==> src/rtl/hssi_rst_ctrl_pkg.sv <==
// hssi_rst_ctrl_pkg
//   Shared definitions for the per-channel HSSI reset sequencer: CSR byte
//   offsets, the channel FSM state type, the channel ceiling and a small
//   saturating-add helper used by the link-drop counter.
package hssi_rst_ctrl_pkg;

  localparam int MAX_CH = 64;

  localparam int unsigned OFF_RST_CMD       = 'h00;
  localparam int unsigned OFF_RST_BUSY      = 'h08;
  localparam int unsigned OFF_RST_TO_ERR    = 'h10;
  localparam int unsigned OFF_TIMEOUT_LIMIT = 'h18;
  localparam int unsigned OFF_SCRATCH       = 'h20;
  localparam int unsigned OFF_PCS_READY     = 'h28;
  localparam int unsigned OFF_LINK_DROP     = 'h30;

  // LINK_DROP[63:56] carries the global drop count, bit 63 clears it.
  localparam int DROP_CNT_LSB = 56;
  localparam int DROP_CNT_CLR = 63;

  typedef enum logic [1:0] {
    IDLE    = 2'd0,
    ASSERT  = 2'd1,
    RELEASE = 2'd2
  } rst_state_e;

  function automatic logic [7:0] sat_add8(input logic [7:0] a, input logic [6:0] b);
    logic [8:0] s;
    s = {1'b0, a} + {2'b00, b};
    return s[8] ? 8'hFF : s[7:0];
  endfunction

endpackage

==> src/rtl/hssi_ch_rst_fsm.sv <==
// hssi_ch_rst_fsm
//   One channel of the reset sequencer: drives TX/RX reset, waits for the MAC
//   acknowledge handshake, releases, and aborts with a timeout pulse if the
//   handshake stalls.
//
//   state   | meaning
//   --------+----------------------------------------------------------
//   IDLE    | resets low, counter held at 0, waiting for start
//   ASSERT  | resets high, waiting for tx_ack && rx_ack
//   RELEASE | resets low, waiting for !tx_ack && !rx_ack
//
// Ports
//   clk, rst_n   clock, synchronous active-low reset
//   start        one-cycle start request (ignored unless IDLE)
//   tx_ack       TX reset acknowledge level
//   rx_ack       RX reset acknowledge level
//   to_limit     timeout limit in cycles, 0 disables the timeout
//   tx_rst       TX reset output
//   rx_rst       RX reset output
//   busy         FSM not in IDLE
//   timeout      one-cycle pulse when the timeout fires
module hssi_ch_rst_fsm
  import hssi_rst_ctrl_pkg::*;
#(
  parameter int TO_W = 20
) (
  input  logic            clk,
  input  logic            rst_n,
  input  logic            start,
  input  logic            tx_ack,
  input  logic            rx_ack,
  input  logic [TO_W-1:0] to_limit,
  output logic            tx_rst,
  output logic            rx_rst,
  output logic            busy,
  output logic            timeout
);

  rst_state_e      state;
  rst_state_e      state_nxt;
  logic [TO_W-1:0] cnt;
  logic            to_hit;
  logic            ack_all;
  logic            ack_none;

  assign ack_all  = tx_ack && rx_ack;
  assign ack_none = !tx_ack && !rx_ack;

  // Greater-or-equal so a limit lowered below a running count fires at once.
  assign to_hit = (state != IDLE) && (to_limit != '0) && (cnt >= to_limit);

  always_ff @(posedge clk) begin
    if (!rst_n) state <= IDLE;
    else        state <= state_nxt;
  end

  // Timeout takes priority over the handshake when both occur together.
  always_comb begin
    state_nxt = state;
    case (state)
      IDLE:    if (start) state_nxt = ASSERT;
      ASSERT:  if (to_hit) state_nxt = IDLE;
               else if (ack_all) state_nxt = RELEASE;
      RELEASE: if (to_hit || ack_none) state_nxt = IDLE;
      default: state_nxt = IDLE;
    endcase
  end

  always_comb begin
    tx_rst  = (state == ASSERT);
    rx_rst  = (state == ASSERT);
    busy    = (state != IDLE);
    timeout = to_hit;
  end

  // Held at 0 in IDLE so every sequence starts counting from 0; cleared again
  // on the ASSERT->RELEASE step; saturates instead of wrapping.
  always_ff @(posedge clk) begin
    if (!rst_n) begin
      cnt <= '0;
    end else if (state == IDLE || state_nxt == IDLE ||
                 (state == ASSERT && state_nxt == RELEASE)) begin
      cnt <= '0;
    end else if (cnt != '1) begin
      cnt <= cnt + TO_W'(1);
    end
  end

endmodule

==> src/rtl/hssi_ch_rst_ctrl.sv <==
// hssi_ch_rst_ctrl
//   Per-channel HSSI reset sequencer with its own 64-bit CSR bank. Software
//   pulses RST_CMD bits; one hssi_ch_rst_fsm per channel runs the handshake.
//   This level holds CSR decode, the read mux and the sticky registers.
//
//   Build option: HSSI_LINK_MON_EN adds the RX PCS link-drop monitor at 0x30
//   (2-flop synchroniser, falling-edge flags, 8-bit saturating drop count).
//   Without it 0x30 reads 0 and writes are ignored.
//
// Ports
//   clk, rst_n           clock, synchronous active-low reset
//   csr_write            write strobe, one cycle
//   csr_waddr/wdata      write byte address / data
//   csr_read             read strobe, one cycle
//   csr_raddr            read byte address
//   csr_readdata         registered read data
//   csr_readdata_valid   one cycle after csr_read
//   o_tx_rst, o_rx_rst   per-channel resets
//   i_tx_rst_ack         per-channel TX reset acknowledge
//   i_rx_rst_ack         per-channel RX reset acknowledge
//   i_rx_pcs_ready       per-channel RX PCS ready (asynchronous level)
module hssi_ch_rst_ctrl
  import hssi_rst_ctrl_pkg::*;
#(
  parameter int              NUM_CH     = 16,
  parameter int              ADDR_W     = 11,
  parameter int              TO_W       = 20,
  parameter logic [TO_W-1:0] TO_DEFAULT = TO_W'(20'hF_FFFF)
) (
  input  logic              clk,
  input  logic              rst_n,
  input  logic              csr_write,
  input  logic [ADDR_W-1:0] csr_waddr,
  input  logic [63:0]       csr_wdata,
  input  logic              csr_read,
  input  logic [ADDR_W-1:0] csr_raddr,
  output logic [63:0]       csr_readdata,
  output logic              csr_readdata_valid,
  output logic [NUM_CH-1:0] o_tx_rst,
  output logic [NUM_CH-1:0] o_rx_rst,
  input  logic [NUM_CH-1:0] i_tx_rst_ack,
  input  logic [NUM_CH-1:0] i_rx_rst_ack,
  input  logic [NUM_CH-1:0] i_rx_pcs_ready
);

  logic              wr_cmd;
  logic              wr_err;
  logic              wr_lim;
  logic              wr_scr;
  logic [NUM_CH-1:0] start;
  logic [NUM_CH-1:0] busy;
  logic [NUM_CH-1:0] to_pulse;
  logic [NUM_CH-1:0] to_err;
  logic [NUM_CH-1:0] err_clr;
  logic [TO_W-1:0]   to_limit;
  logic [63:0]       scratch;
  logic [63:0]       drop_rd;
  logic [MAX_CH-1:0] rd_mux;

  assign wr_cmd = csr_write && (csr_waddr == ADDR_W'(OFF_RST_CMD));
  assign wr_err = csr_write && (csr_waddr == ADDR_W'(OFF_RST_TO_ERR));
  assign wr_lim = csr_write && (csr_waddr == ADDR_W'(OFF_TIMEOUT_LIMIT));
  assign wr_scr = csr_write && (csr_waddr == ADDR_W'(OFF_SCRATCH));

  // Busy channels drop their start bit inside the FSM, so a re-command
  // never restarts a running sequence.
  assign start   = wr_cmd ? csr_wdata[NUM_CH-1:0] : '0;
  assign err_clr = wr_err ? csr_wdata[NUM_CH-1:0] : '0;

  for (genvar g = 0; g < NUM_CH; g++) begin : g_ch
    hssi_ch_rst_fsm #(
      .TO_W (TO_W)
    ) u_fsm (
      .clk      (clk),
      .rst_n    (rst_n),
      .start    (start[g]),
      .tx_ack   (i_tx_rst_ack[g]),
      .rx_ack   (i_rx_rst_ack[g]),
      .to_limit (to_limit),
      .tx_rst   (o_tx_rst[g]),
      .rx_rst   (o_rx_rst[g]),
      .busy     (busy[g]),
      .timeout  (to_pulse[g])
    );
  end

  // Sticky error: a timeout landing with a W1C of the same bit stays set.
  always_ff @(posedge clk) begin
    if (!rst_n) begin
      to_err   <= '0;
      to_limit <= TO_DEFAULT;
      scratch  <= '0;
    end else begin
      to_err <= (to_err & ~err_clr) | to_pulse;
      if (wr_lim) to_limit <= csr_wdata[TO_W-1:0];
      if (wr_scr) scratch  <= csr_wdata;
    end
  end

`ifdef HSSI_LINK_MON_EN
  logic              wr_drop;
  logic [NUM_CH-1:0] pcs_s1;
  logic [NUM_CH-1:0] pcs_s2;
  logic [NUM_CH-1:0] pcs_prev;
  logic [NUM_CH-1:0] fall;
  logic [NUM_CH-1:0] link_drop;
  logic [NUM_CH-1:0] drop_clr;
  logic [6:0]        n_fall;
  logic [7:0]        drop_cnt;

  assign wr_drop  = csr_write && (csr_waddr == ADDR_W'(OFF_LINK_DROP));
  assign drop_clr = wr_drop ? csr_wdata[NUM_CH-1:0] : '0;

  // A channel being sequenced is expected to lose PCS ready; don't flag it.
  assign fall = pcs_prev & ~pcs_s2 & ~busy;

  always_comb begin
    n_fall = '0;
    for (int i = 0; i < NUM_CH; i++) n_fall = n_fall + 7'(fall[i]);
  end

  always_ff @(posedge clk) begin
    if (!rst_n) begin
      pcs_s1    <= '0;
      pcs_s2    <= '0;
      pcs_prev  <= '0;
      link_drop <= '0;
      drop_cnt  <= '0;
    end else begin
      pcs_s1    <= i_rx_pcs_ready;
      pcs_s2    <= pcs_s1;
      pcs_prev  <= pcs_s2;
      link_drop <= (link_drop & ~drop_clr) | fall;
      if (wr_drop && csr_wdata[DROP_CNT_CLR]) drop_cnt <= sat_add8(8'h00, n_fall);
      else                                    drop_cnt <= sat_add8(drop_cnt, n_fall);
    end
  end

  // With more than 56 channels the upper flags sit under the count field.
  always_comb begin
    drop_rd                        = '0;
    drop_rd[NUM_CH-1:0]            = link_drop;
    drop_rd[63:DROP_CNT_LSB]       = drop_cnt;
  end
`else
  assign drop_rd = '0;
`endif

  always_comb begin
    rd_mux = '0;
    case (csr_raddr)
      ADDR_W'(OFF_RST_BUSY):      rd_mux = 64'(busy);
      ADDR_W'(OFF_RST_TO_ERR):    rd_mux = 64'(to_err);
      ADDR_W'(OFF_TIMEOUT_LIMIT): rd_mux = 64'(to_limit);
      ADDR_W'(OFF_SCRATCH):       rd_mux = scratch;
      ADDR_W'(OFF_PCS_READY):     rd_mux = 64'(i_rx_pcs_ready);
      ADDR_W'(OFF_LINK_DROP):     rd_mux = drop_rd;
      default:                    rd_mux = '0;
    endcase
  end

  // Read data holds between reads; valid is a single-cycle pulse.
  always_ff @(posedge clk) begin
    if (!rst_n) begin
      csr_readdata       <= '0;
      csr_readdata_valid <= 1'b0;
    end else begin
      csr_readdata_valid <= csr_read;
      if (csr_read) csr_readdata <= rd_mux;
    end
  end

endmodule

==> config.mk <==
export PLATFORM = sky130hd
export DESIGN_NAME = hssi_ch_rst_ctrl
export DESIGN_NICKNAME = d
export VERILOG_FILES = /design/src/rtl/hssi_rst_ctrl_pkg.sv /design/src/rtl/hssi_ch_rst_fsm.sv /design/src/rtl/hssi_ch_rst_ctrl.sv
export SDC_FILE = /design/constraint.sdc
export NUM_CORES = 2
export LEC_CHECK = 0
export BUFFER_PORTS_ARGS = -buffer_cell sky130_fd_sc_hd__buf_2
export CELL_PAD_IN_SITES_DETAIL_PLACEMENT = 1
export CELL_PAD_IN_SITES_GLOBAL_PLACEMENT = 2
export CORE_MARGIN = 5
export CORE_UTILIZATION = 40
export DETAILED_ROUTE_END_ITERATION = 8
export GPL_TIMING_DRIVEN = 1
export PLACE_DENSITY_LB_ADDON = 0.05
export SLEW_MARGIN = 20
export SYNTH_ARGS = -nofsm -noshare
export SYNTH_HDL_FRONTEND = slang
export SYNTH_SLANG_ARGS = --single-unit
==> constraint.sdc <==
create_clock -name clk -period 5.7 [get_ports clk]
set_input_delay 0.285 -clock clk [delete_from_list [all_inputs] [get_ports clk]]
set_output_delay 0.285 -clock clk [all_outputs]
set_load 0.02 [all_outputs]
Yosys cells after proc, flatten, opt, wreduce, memory -nomap -nowiden

Cells that the tools add are included.

Register bits: 517
Bits of input ports: 138

Add/sub/neg operators: 16
$lt $le $gt $ge: 16
Eq/ne operators: 72
Multiplexer cells: 83
Bitwise logic cells: 4
Reduce and logical (&&, ||, !) cells: 230

Operators by type and width:

| kind                    | number |
|---|---|
| $add A20 B1 Y20 const B | 16 |
| $ge A20 B20 Y1          | 16 |
| $ne A20 B20 Y1 const B  | 16 |
| $pmux W64 S5            | 1 |
| $mux W2                 | 64 |
| $pmux W2 S3             | 16 |
| $logic_and A1 B1 Y1     | 84 |
| $eq A2 B2 Y1 const B    | 32 |
| $logic_not A2 Y1        | 32 |
| $logic_or A1 B1 Y1      | 48 |
| $eq A11 B5 Y1 const B   | 4 |
| $eq A11 B6 Y1 const B   | 3 |
| $eq A2 B1 Y1 const B    | 16 |
| $logic_not A1 Y1        | 32 |
| $mux W16                | 2 |
| $reduce_bool A2 Y1      | 16 |
| $reduce_or A2 Y1        | 16 |
| $reduce_bool A20 Y1     | 1 |
| $and A16 B16 Y16        | 1 |
| $not A16 Y16            | 1 |
| $or A16 B16 Y16         | 1 |
| $eq A11 B4 Y1 const B   | 1 |
| $logic_not A11 Y1       | 1 |
| $not A1 Y1              | 1 |

Depth between registers and ports, before layout

Depth after elaboration: 10
Depth in mapped cells: 9
Depth with buffers taken out: 8

Hierarchy

From an unflattened synthesis, not the netlist that was laid out.

Cells, all modules: 4078
Area total of the unflattened synthesis: 34434.3 µm²

Modules (own cells, without submodules):

| module                              | times used | cells each | area an instance (µm²) |
|---|---|---|---|
| hssi_ch_rst_fsm (g_ch[0].u_fsm ...) | 15         | 210        | 1737.9 |
| hssi_ch_rst_ctrl                    | 1          | 714        | 6655.1 |
| hssi_ch_rst_fsm (g_ch[9].u_fsm)     | 1          | 214        | 1710.4 |

Worst setup path after synthesis

Ideal clock, no wire load.

Path type: flip-flop to flip-flop
Start point: register to_limit[0]
End point: register g_ch[5].u_fsm.cnt[16]
Setup time: 0.079 ns
Arrival time: 2.432 ns
Data required time: 5.621 ns
Path slack: 3.188 ns
Cell stages (with the launch flop): 9
Period minus slack after synthesis: 2.512 ns
Cell sequence: dfxtp_1 ha_1 nand2b_1 a2111oi_2 o32ai_1 nor4b_2 o221ai_1 buf_2 a211oi_2

Word-level cells in the longest chain between the ends: 10

RTL lines:

| element                                                                | RTL line                                     | text |
|---|---|---|
| start: declaration                                                     | hssi_ch_rst_ctrl.sv:55                       | `logic [TO_W-1:0] to_limit;` |
| start signal: assignment                                               | hssi_ch_rst_ctrl.sv:95                       | `if (wr_lim) to_limit <= csr_wdata[TO_W-1:0];` |
| parallel branches: the longest is 2 deep, another holds $ge A20 B20 Y1 | n/a                                          |  |
| $logic_and A1 B1 Y1 *                                                  | hssi_ch_rst_fsm.sv:50                        | `assign to_hit = (state != IDLE) && (to_limit != '0) && (cnt >= to_limit);` |
| $logic_or A1 B1 Y1                                                     | hssi_ch_rst_fsm.sv:64                        | `RELEASE: if (to_hit \|\| ack_none) state_nxt = IDLE;` |
| $mux W2                                                                | hssi_ch_rst_fsm.sv:64                        |  |
| $pmux W2 S3 *                                                          | hssi_ch_rst_fsm.sv:60                        | `case (state)` |
| $eq A2 B2 Y1 or $logic_not A2 Y1 (tied branches)                       | hssi_ch_rst_fsm.sv:82, hssi_ch_rst_fsm.sv:81 |  |
| $logic_and A1 B1 Y1 or $logic_or A1 B1 Y1 (tied branches)              | hssi_ch_rst_fsm.sv:82, hssi_ch_rst_fsm.sv:81 |  |
| $logic_or A1 B1 Y1 *                                                   | hssi_ch_rst_fsm.sv:81                        | `end else if (state == IDLE \|\| state_nxt == IDLE \|\|` |
| $reduce_or A2 Y1 (no source line) *                                    | n/a                                          |  |
| end signal: assignment                                                 | hssi_ch_rst_fsm.sv:85                        | `cnt <= cnt + TO_W'(1);` |
| end: declaration                                                       | hssi_ch_rst_fsm.sv:41                        | `logic [TO_W-1:0] cnt;` |

Mark *: on every way between the ends.
A chain may end at the register's enable or synchronous reset.

Worst setup path after layout

Start point: register to_limit[15]
End point: register g_ch[7].u_fsm.cnt[4]

Word-level cells in the longest chain between the ends: 10

RTL lines:

| element                                                                | RTL line |
|---|---|
| parallel branches: the longest is 2 deep, another holds $ge A20 B20 Y1 | n/a |
| $logic_and A1 B1 Y1 *                                                  | hssi_ch_rst_fsm.sv:50 |
| $logic_or A1 B1 Y1                                                     | hssi_ch_rst_fsm.sv:64 |
| $mux W2                                                                | hssi_ch_rst_fsm.sv:64 |
| $pmux W2 S3 *                                                          | hssi_ch_rst_fsm.sv:60 |
| $eq A2 B2 Y1 or $logic_not A2 Y1 (tied branches)                       | hssi_ch_rst_fsm.sv:82, hssi_ch_rst_fsm.sv:81 |
| $logic_and A1 B1 Y1 or $logic_or A1 B1 Y1 (tied branches)              | hssi_ch_rst_fsm.sv:82, hssi_ch_rst_fsm.sv:81 |
| $logic_or A1 B1 Y1 *                                                   | hssi_ch_rst_fsm.sv:81 |
| $reduce_or A2 Y1 (no source line) *                                    | n/a |
| end signal: assignment                                                 | hssi_ch_rst_fsm.sv:85 |
| end: declaration                                                       | hssi_ch_rst_fsm.sv:41 |

Marked as above.

==> results.toml <==
[outcome]
outcome = "finished clean"

[die]
initial_core_util = 0.404
die-area_um2 = 80900
ios = 235
fp-row-count = 100
fp.dieH_um = 284
core_area_um2 = 74600
fp.dieW_um = 284

[drt]
ant_nets = 0
drt_wl_total_mm = 110
wl_per_cell_um = 22.3
first_pass_iters = 5
drc = 0
vias_per_cell = 5.82
vias = 28614
drt_iter0_drc = 1321

[placement]
placed_cell_area_um2 = 32200
hpwl_mm = 77.5
gp_congestion = 0.847
post-place-ws_ns = 1.99
numPlacedInstances = 4729
port_buffers = 234

[sta]
finalSetupTns_ns = 0
max_freq_ghz = 0.269
setup_viol = 0
maxSlewViolCount = 0
fin_worst_skew_ns = 0.0295
fin_crit_sh = 0.653
hold_ws_ns = 0.0315
rsz0062_at_grt = "false"
period_minus_slack_ns = 3.72
max_slew_margin = 0.288
hold_violations = 0
tightest_slew_ns = 1.07
worst_slack_ns = 1.98

[logic_synthesis]
ys_warn_count = 0
yosys.area.top_type_share = 0.344
synthMostInstantiatedCell = "dfxtp_1"
synth_top_cells_by_area = "dfxtp_1 (34%), ha_1 (14%), nor2_1 (5.1%)"
syn-mean-instance-area_um2 = 8.28
synth_area_um2 = 30100
synth_edf_count = 0
yosys.area.top_type = "dfxtp_1"
synth-seq-cells = 517
synth_nets = 4112
async_flop_share = 0
synth_ff_type = "dfxtp_1"
synth_commonest_cells = "dfxtp_1 (517), nor2_1 (409), nand2_1 (362)"
synth_cells = 3638
synth_sequential_area_ratio = 0.344
ys_types = 77

[power]
p_leak_nw = 14.3
peakVddDrop_mv = 0.244
p_per_area_nw_per_um2 = 224
total_power_mw = 7.84

[clocking]
clockBufferDepth = 3
clk_pin_slew_ns = 0.07
cts_root_buf = "clkbuf_16"
cts_resized = 0
htreeDepth = 2
holdBufCountCts = 75
cts_buffers = 61
insertion_delay_ns = 0.66
cts.sinks = 517
cts_setup_buffers = 0
tritoncts = "built"

[finish]
final_cell_area_um2 = 34900
drive_above_1_share = 0.108
area_growth_pct = 16.0
layout.nets = 4372
fill_cells = 8863
final_cell_count_no_fill = 4918
final_util = 0.468

[setup_path]
critPathMaxStageDelay_ns = 0.72
cp_slowest_cell = "inv_1"
path_max_fanout = 20
cp-start-kind = "flop"
arrival_ns = 4.26
path_cells = "inv_1, buf_4, ha_1, and3_1, a221o_1, a221o_1, a211oi_2, o221ai_2, a211oi_2"
critPathCaptureType = "flop"
critPathRequiredTime_ns = 6.24
worst-setup-path-type = "reg2reg"

[global_routing]
grt_pass1_vias = 29556
grt-ovfl-total = 0
grt_use_total = 0.260
grt_antenna_before_repair = 5
grt_pass1_wl_mm = 171
grt_max_degree = 97

[hold_path]
min_path_type = "in2reg"

[job]
drv_cap = 0
-- worst max-delay path: cells and delay by family, from the launching register on --
| kind | cells | cell delay [ns] |
|---|---|---|
| AOI/OAI and AO/OA | 5 | 1.77 |
| DFF | 1 | 0.33 |
| adders and majority gates | 1 | 0.26 |
| and+or+nand+nor | 1 | 0.21 |
| buffers and inverters | 2 | 1.03 |
-- registers in the layout, indices dropped and copies added, names as in the netlist --
signal	cells
scratch	64
g_ch.u_fsm.cnt	320
to_err	16
csr_readdata	64
csr_readdata_valid	1
g_ch.u_fsm.state	32
to_limit	20
-- cells by family (layout without fill, tap and decap cells) --
| group | count (synthesis) | count (layout) | synth area share |
|---|---|---|---|
| xor gates and xnor gates | 205 | 205 | 0.0596 |
| and+or+nand+nor | 1569 | 1569 | 0.257 |
| other | 0 | 2 | 0 |
| DFF | 517 | 517 | 0.344 |
| muxes | 30 | 30 | 0.00997 |
| buffers and inverters | 237 | 546 | 0.0369 |
| adders and majority gates | 336 | 336 | 0.140 |
| AOI/OAI and AO/OA | 744 | 744 | 0.153 |
-- power by group --
part           leakage [nW]  internal, mW  total (mW)  switching (mW)
Sequential             4.17          3.62        3.63         0.00577
Combinational          9.18        0.0912       0.223           0.132
Clock                  1.00          2.32        3.99            1.67
Total                  14.3          6.04        7.84            1.80
-- final cells by class --
| cell class | instances | area, um2 | share of cell area |
|---|---|---|---|
| diodes | 2 | 5.00 | 0.000143 |
| clock buffers | 94 | 1820 | 0.0522 |
| clock inverters | 18 | 195 | 0.00559 |
| inverters | 75 | 284 | 0.00813 |
| multi-input cells | 2884 | 18700 | 0.537 |
| flip-flops and latches | 517 | 10300 | 0.296 |
| well taps | 969 | 1210 | 0.0347 |
| repair buffers | 359 | 2310 | 0.0663 |
-- per-layer routing --
layer	GRT usage	up-vias	wire length (um)
met5	0	-	27
met4	0.0755	4	3270
met3	0.0313	148	3950
met2	0.462	541	53100
met1	0.332	14220	49400
li1	-	13701	-
-- worst paths after layout --
kind                                       from                endpoint  slack, ns  cells after the start
worst min-delay path            i_tx_rst_ack[3]  g_ch[3].u_fsm.state[0]       0.03                      4
worst max-delay path               to_limit[15]    g_ch[7].u_fsm.cnt[4]       1.98                      9
worst min register to register      scratch[44]             scratch[44]       0.46                      2
worst max register to register     to_limit[15]    g_ch[7].u_fsm.cnt[4]       1.98                      9
-- placed cells by master (no fill, tap or decap), types with 17 or more instances in the layout --
cell,n
clkbuf_16,62
clkbuf_1,17
buf_4,51
nor3_1,80
nand4_1,149
o211ai_1,31
ha_1,336
nand2b_1,81
a211oi_1,43
dfxtp_1,517
inv_1,68
and3_1,75
nor4_1,29
a31oi_1,38
a21oi_1,265
a21o_1,35
o21ai_0,147
nor2_1,409
xnor2_1,66
nand3_1,243
nand2_1,362
and4_1,35
buf_2,232
a22oi_1,37
xor2_1,139
o21a_1,23
mux2i_1,30
dlygate4sd3_1,75
No activity file was read; power rests on OpenSTA's default activity.
